<file path="src/rtl/rom_arb_pkg.sv">
// Shared types and constants for the ROM port arbiter slice.
package rom_arb_pkg;

    // Default ROM byte-address width.
    localparam int ROM_ADDR_WIDTH = 7;

    // Sequencer states: accept, present address, capture low byte, capture high byte.
    typedef enum logic [1:0] {
        IDLE   = 2'd0,
        ISSUE  = 2'd1,
        CAP_LO = 2'd2,
        CAP_HI = 2'd3
    } rom_arb_state_e;

endpackage

</file>
<file path="src/rtl/rom_rr_arbiter2.sv">
// Two-input grant for the ROM port arbiter.
// Build option: ROM_ARB_FIXED_PRIO_EN -- when defined, port 0 always wins a tie
// and no last-grant state is kept; otherwise ties alternate round-robin.
module rom_rr_arbiter2 (
    input  logic clk,
    input  logic reset,
    input  logic req0,
    input  logic req1,
    input  logic accept,
    output logic gnt0,
    output logic gnt1,
    output logic gnt_idx
);

`ifdef ROM_ARB_FIXED_PRIO_EN
    logic unused_rr;
    assign unused_rr = ^{clk, reset, accept};

    // Fixed priority: port 0 wins whenever it is asking.
    always_comb begin
        gnt0    = req0;
        gnt1    = req1 & ~req0;
        gnt_idx = req1 & ~req0;
    end
`else
    logic last_grant_q;
    logic last_grant_d;

    // Round-robin: on a tie, the port that did not win last time is granted.
    always_comb begin
        gnt0 = 1'b0;
        gnt1 = 1'b0;
        if (req0 && req1) begin
            if (last_grant_q) begin
                gnt0 = 1'b1;
            end else begin
                gnt1 = 1'b1;
            end
        end else begin
            gnt0 = req0;
            gnt1 = req1;
        end
        gnt_idx      = gnt1;
        last_grant_d = last_grant_q;
        if (accept) begin
            last_grant_d = gnt1;
        end
    end

    // Remember the last winner; reset value 1 lets port 0 take the first tie.
    always_ff @(posedge clk or posedge reset) begin
        if (reset) begin
            last_grant_q <= 1'b1;
        end else begin
            last_grant_q <= last_grant_d;
        end
    end
`endif

endmodule

</file>
<file path="src/rtl/rom_port_arbiter.sv">
// Shares one byte-wide synchronous-read ROM port between a fetch port (0) and
// a load port (1). Word reads are split into two pipelined byte reads.
// Build option: ROM_ARB_FIXED_PRIO_EN (see rom_rr_arbiter2) selects fixed priority.
module rom_port_arbiter
    import rom_arb_pkg::*;
#(
    parameter int ADDR_WIDTH = ROM_ADDR_WIDTH
) (
    input  logic                  clk,
    input  logic                  reset,
    input  logic                  req0_valid,
    input  logic [ADDR_WIDTH-1:0] req0_addr,
    input  logic                  req0_word,
    output logic                  req0_ready,
    output logic                  rsp0_valid,
    output logic [15:0]           rsp0_data,
    input  logic                  req1_valid,
    input  logic [ADDR_WIDTH-1:0] req1_addr,
    input  logic                  req1_word,
    output logic                  req1_ready,
    output logic                  rsp1_valid,
    output logic [15:0]           rsp1_data,
    output logic [ADDR_WIDTH-1:0] rom_addr,
    output logic                  rom_enable_out,
    input  logic [7:0]            rom_data
);

    localparam logic [ADDR_WIDTH-1:0] ADDR_ONE = {{(ADDR_WIDTH-1){1'b0}}, 1'b1};

    rom_arb_state_e        state_q, state_d;
    logic [ADDR_WIDTH-1:0] addr_q, addr_d;
    logic                  word_q, word_d;
    logic                  owner_q, owner_d;
    logic [7:0]            lo_q, lo_d;
    logic [ADDR_WIDTH-1:0] rom_addr_q, rom_addr_d;
    logic                  rom_en_q, rom_en_d;
    logic                  rsp0_valid_q, rsp0_valid_d;
    logic                  rsp1_valid_q, rsp1_valid_d;
    logic [15:0]           rsp0_data_q, rsp0_data_d;
    logic [15:0]           rsp1_data_q, rsp1_data_d;

    logic in_idle;
    logic accept;
    logic gnt0, gnt1, gnt_idx;

    assign in_idle = (state_q == IDLE);
    assign accept  = in_idle & (req0_valid | req1_valid);

    rom_rr_arbiter2 u_arb (
        .clk     (clk),
        .reset   (reset),
        .req0    (req0_valid),
        .req1    (req1_valid),
        .accept  (accept),
        .gnt0    (gnt0),
        .gnt1    (gnt1),
        .gnt_idx (gnt_idx)
    );

    assign req0_ready     = in_idle & gnt0;
    assign req1_ready     = in_idle & gnt1;
    assign rom_addr       = rom_addr_q;
    assign rom_enable_out = rom_en_q;
    assign rsp0_valid     = rsp0_valid_q;
    assign rsp1_valid     = rsp1_valid_q;
    assign rsp0_data      = rsp0_data_q;
    assign rsp1_data      = rsp1_data_q;

    // Next-state and next-output logic; ROM address/enable are set one state
    // ahead so the registered values line up with the state they belong to.
    always_comb begin
        state_d      = state_q;
        addr_d       = addr_q;
        word_d       = word_q;
        owner_d      = owner_q;
        lo_d         = lo_q;
        rom_addr_d   = '0;
        rom_en_d     = 1'b0;
        rsp0_valid_d = 1'b0;
        rsp1_valid_d = 1'b0;
        rsp0_data_d  = rsp0_data_q;
        rsp1_data_d  = rsp1_data_q;
        unique case (state_q)
            IDLE: begin
                if (accept) begin
                    addr_d     = gnt_idx ? req1_addr : req0_addr;
                    word_d     = gnt_idx ? req1_word : req0_word;
                    owner_d    = gnt_idx;
                    rom_addr_d = gnt_idx ? req1_addr : req0_addr;
                    state_d    = ISSUE;
                end
            end
            ISSUE: begin
                rom_en_d   = 1'b1;
                rom_addr_d = word_q ? (addr_q + ADDR_ONE) : addr_q;
                state_d    = CAP_LO;
            end
            CAP_LO: begin
                if (word_q) begin
                    lo_d       = rom_data;
                    rom_en_d   = 1'b1;
                    rom_addr_d = addr_q + ADDR_ONE;
                    state_d    = CAP_HI;
                end else begin
                    state_d = IDLE;
                    if (owner_q) begin
                        rsp1_valid_d = 1'b1;
                        rsp1_data_d  = {8'h00, rom_data};
                    end else begin
                        rsp0_valid_d = 1'b1;
                        rsp0_data_d  = {8'h00, rom_data};
                    end
                end
            end
            CAP_HI: begin
                state_d = IDLE;
                if (owner_q) begin
                    rsp1_valid_d = 1'b1;
                    rsp1_data_d  = {rom_data, lo_q};
                end else begin
                    rsp0_valid_d = 1'b1;
                    rsp0_data_d  = {rom_data, lo_q};
                end
            end
            default: begin
                state_d = IDLE;
            end
        endcase
    end

    // Sequencer state and registered outputs; reset discards any in-flight read.
    always_ff @(posedge clk or posedge reset) begin
        if (reset) begin
            state_q      <= IDLE;
            addr_q       <= '0;
            word_q       <= 1'b0;
            owner_q      <= 1'b0;
            lo_q         <= 8'h00;
            rom_addr_q   <= '0;
            rom_en_q     <= 1'b0;
            rsp0_valid_q <= 1'b0;
            rsp1_valid_q <= 1'b0;
            rsp0_data_q  <= 16'h0000;
            rsp1_data_q  <= 16'h0000;
        end else begin
            state_q      <= state_d;
            addr_q       <= addr_d;
            word_q       <= word_d;
            owner_q      <= owner_d;
            lo_q         <= lo_d;
            rom_addr_q   <= rom_addr_d;
            rom_en_q     <= rom_en_d;
            rsp0_valid_q <= rsp0_valid_d;
            rsp1_valid_q <= rsp1_valid_d;
            rsp0_data_q  <= rsp0_data_d;
            rsp1_data_q  <= rsp1_data_d;
        end
    end

endmodule

</file>
<file path="config.mk">
export PLATFORM = sky130hd
export DESIGN_NAME = rom_port_arbiter
export DESIGN_NICKNAME = d
export VERILOG_FILES = /design/src/rtl/rom_arb_pkg.sv /design/src/rtl/rom_rr_arbiter2.sv /design/src/rtl/rom_port_arbiter.sv
export SDC_FILE = /design/constraint.sdc
export NUM_CORES = 1
export LEC_CHECK = 0
export ABC_AREA = 1
export CORE_ASPECT_RATIO = 1.2
export CORE_MARGIN = 2
export CORE_UTILIZATION = 45
export DETAILED_ROUTE_END_ITERATION = 12
export PLACE_DENSITY = 0.77
export SLEW_MARGIN = 20
export SYNTH_ARGS = -nofsm -noshare
export SYNTH_HDL_FRONTEND = slang
export SYNTH_SLANG_ARGS = --single-unit
</file>
<file path="constraint.sdc">
create_clock -name clk -period 1.68 [get_ports clk]
set_clock_uncertainty 0.05 [all_clocks]
set_input_delay 0.252 -clock clk [delete_from_list [all_inputs] [get_ports clk]]
set_output_delay 0.252 -clock clk [all_outputs]
set_load 0.005 [all_outputs]
</file>
==> results.toml, run 1 <==
[cells_and_area]
finish.net_count = 472
finalCoreUtilization_pct = 64.9
drive_above_1_share_pct = 17.4
num-fill-cells = 555
antenna-diode-count = 0
syn2layout_area_growth_pct = 38.1

[power_and_ir_drop]
power.leakage_nw = 2.04
fin_total_pwr_mw = 7.95
vdd_ir_drop_max_mv = 0.822
p_per_area_nw_per_um2 = 1890

[synthesis]
syn-instance-count = 348
synth_warnings = 0
number_of_enable_flip_flop_cells_after_synthesis = 0
synth_cell_types = 30
synthDominantCellAreaShare_pct = 50.1
synthXorXnorAreaFrac_pct = 0
sequential_cell_area_fraction_in_the_yosys_report_pct = 50.9
yosys-mux-area-fraction_pct = 0
synth.top_cells.by_count = "nand2_1, dfrtp_1, inv_1"
post-synth-top-count-cell = "nand2_1"
yosys_register_bits = 62
synth_area_leader_cell = "dfrtp_1"
share_of_async_settable_or_async_resettable_flops_after_synthesis_pct = 100
largest_family_of_logic_cells_by_synthesized_area = "simple AND/OR/NAND/NOR gates"
synth_simple_gate_area_share_pct = 21.6
yosys.area_share.adder_pct = 2.87
syn-num-nets = 383
synth.avg_cell_area_sq_um = 8.76
synth.area.top_cells = "dfrtp_1, nand2_1, o21ai_0, inv_1, o21ai_2"
mappedNetlistArea_sq_um = 3050
synth-compound-area-share_pct = 15.3
synth-main-ff-cell = "dfrtp_1"

[sta]
slew_violations = 0
max_slew_margin_pct = 77.8
rsz0062_at_grt = "true"
share_of_the_clock_period_used_by_the_worst_path_after_layout_pct = 95.1
fmax_mhz = 626
final.min_clock_period_ns = 1.60
worst_pin_slew_ns = 0.333
finalHoldViolations = 0
setup-violations-final = 0

[floorplan]
core_area_sq_um = 6490
die_area_sq_um = 7450
num_rows = 32
initial_core_utilization_pct = 47.0
die_height_um = 94.2
io-pin-count = 72
die_width_um = 79.1

[worst_setup_path]
endpoint_kind = "register"
critPathKind = "register to register"
timing.critical_path.cells = "nand2_1 > nand2_1 > buf_4 > inv_1 > o21ai_0 > inv_1 > o21ai_1 > a21oi_1"
critPathRequiredTime_ns = 1.83
worstRegToRegCells = 8
crit_family = "flip-flops"
critical_path_buf_inv_count = 3
worst_path_max_delay_cell = "dfstp_2"
crit_fanout = 10
cp.depth = 8
crit_path_start_kind = "register"
slowest_delay_ns = 0.54
critical_path_arrival_ns = 1.75

[global_routing]
overflow = 0
antenna_found_initial = 0
grt_pass1_wl_mm = 11.2
first_global_vias = 2605
globalRouteTotalUtil_pct = 19.5
maximum_number_of_pins_on_one_net_before_global_route_repair = 63

[drt]
detailroute.via_count = 2577
ant_nets = 0
number_of_drc_violations_after_detailed_routing_iteration_0 = 140
firstDrtPassIters = 4
wl_mm = 6.60
drc = 0
routed_wire_per_std_cell_um = 12.5
vias_per_inst = 4.89

[job]
max_capacitance_violation_count = 0

[cts]
max-clock-path-buffers = 2
total_number_of_h_tree_levels = 3
worst_skew_pair.late_latency_ns = 0.33
clkSinkCount = 62
ctsRootBufferMaster = "clkbuf_8"
tritoncts = "built"
tritoncts.num_buffers = 9
post_cts_hold_buffer_count = 0
clk_pin_slew_worst_paths_ns = 0.07

[status]
run_status = "finished, final reports clean"

[place]
place_hpwl_mm = 4.75
port_buffers = 71
globalplace.congestion = 0.789

[min_path]
type_of_the_most_critical_hold_path = "primary input to async pin"
==> final cells by class <==
type	instances	area, sq um	area share [%]
well taps	85	106	2.53
repair buffers	89	861	20.4
inverters	46	193	4.58
flip-flops and latches	62	1550	36.9
clock inverters	3	90.1	2.14
clock buffers	13	159	3.77
multi-input cells	229	1250	29.7
==> stage by stage <==
step	hold slack, ns	instance area (sq um)	worst slack [ns]	TNS, ns	std cells
after global routing	0.305	4210	-0.0359	-0.0967	527
after detailed placement	0.410	3890	-0.169	-0.864	508
after global placement	0.405	3890	-0.0945	-0.373	508
final	0.278	4210	0.0821	0	527
after floorplan	0.320	3050	0.102	0	348
after CTS	0.299	4180	0.00685	0	525
==> repair_timing <==
item                                    CTS  global route
setup buffers                             1             2
pin swaps                                 3             3
endpoints found under the setup margin   11            42
resized for setup                        16            11
==> flip-flops by register name, summed over array words and instances (netlist names), 2 cells and up <==
register	flops
rsp0_data	16
rsp1_data	16
lo_q	8
addr_q	7
rom_addr	7
state_q	2
==> routing by layer <==
layer | vias to the layer above | share of wire [%] | track usage, %
met3 | 9 | 5.7 | 4.62
met4 | 0 | 0.98 | 10.2
met1 | 1185 | 40 | 21.3
met5 | - | 0 | 0
li1 | 1292 | - | -
met2 | 91 | 53 | 34.7
==> worst paths after layout <==
kind                               startpoint                 end  slack [ns]
min                                     reset      rom_enable_out        0.28
max                        u_arb.last_grant_q         rom_addr[0]        0.08
max reg2reg                u_arb.last_grant_q         rom_addr[0]        0.08
min in group clk                 rsp1_data[6]        rsp1_data[6]        0.42
min reg2reg                      rsp1_data[6]        rsp1_data[6]        0.42
max in group asynchronous               reset  u_arb.last_grant_q        1.01
==> worst min-delay path: cells and delay by family <==
family                 cells  cell delay [ns]
buffers and inverters      3             0.80
==> power by group <==
group	internal [mW]	total, mW	switching, mW
Combinational	1.78	3.74	1.96
Sequential	2.16	2.58	0.423
Clock	1.07	1.63	0.560
Total	5.01	7.95	2.94
==> cell usage in the layout (no fill, tap or decap), types with 3 or more instances in the layout <==
cell	synthesis	routed
nand3_1	16	16
a21oi_1	12	12
nand2_4	4	4
clkdlybuf4s50_1	0	69
ha_1	7	5
a31oi_1	4	3
bufinv_16	0	3
buf_4	0	16
o21ai_0	31	27
dfrtp_1	61	61
nor2_1	8	7
nand2_2	5	5
nand2_1	115	115
o21ai_2	16	16
inv_1	41	37
inv_2	1	3
o21ai_1	0	4
clkbuf_8	0	11
==> cell families after synthesis <==
group	count (synthesis)
buffers and inverters	57
and+or+nand+nor	150
DFF	62
adders and majority gates	7
AOI/OAI and AO/OA	72
Note: power is estimated with default switching activity, not from simulation.
==> run 2: changes to the inputs <==
Settings changed: ABC_CLOCK_PERIOD_IN_PS set to 1680.
==> results of run 2 <==
Same layout as run 1: the final DEF is identical, and so are final timing and power.
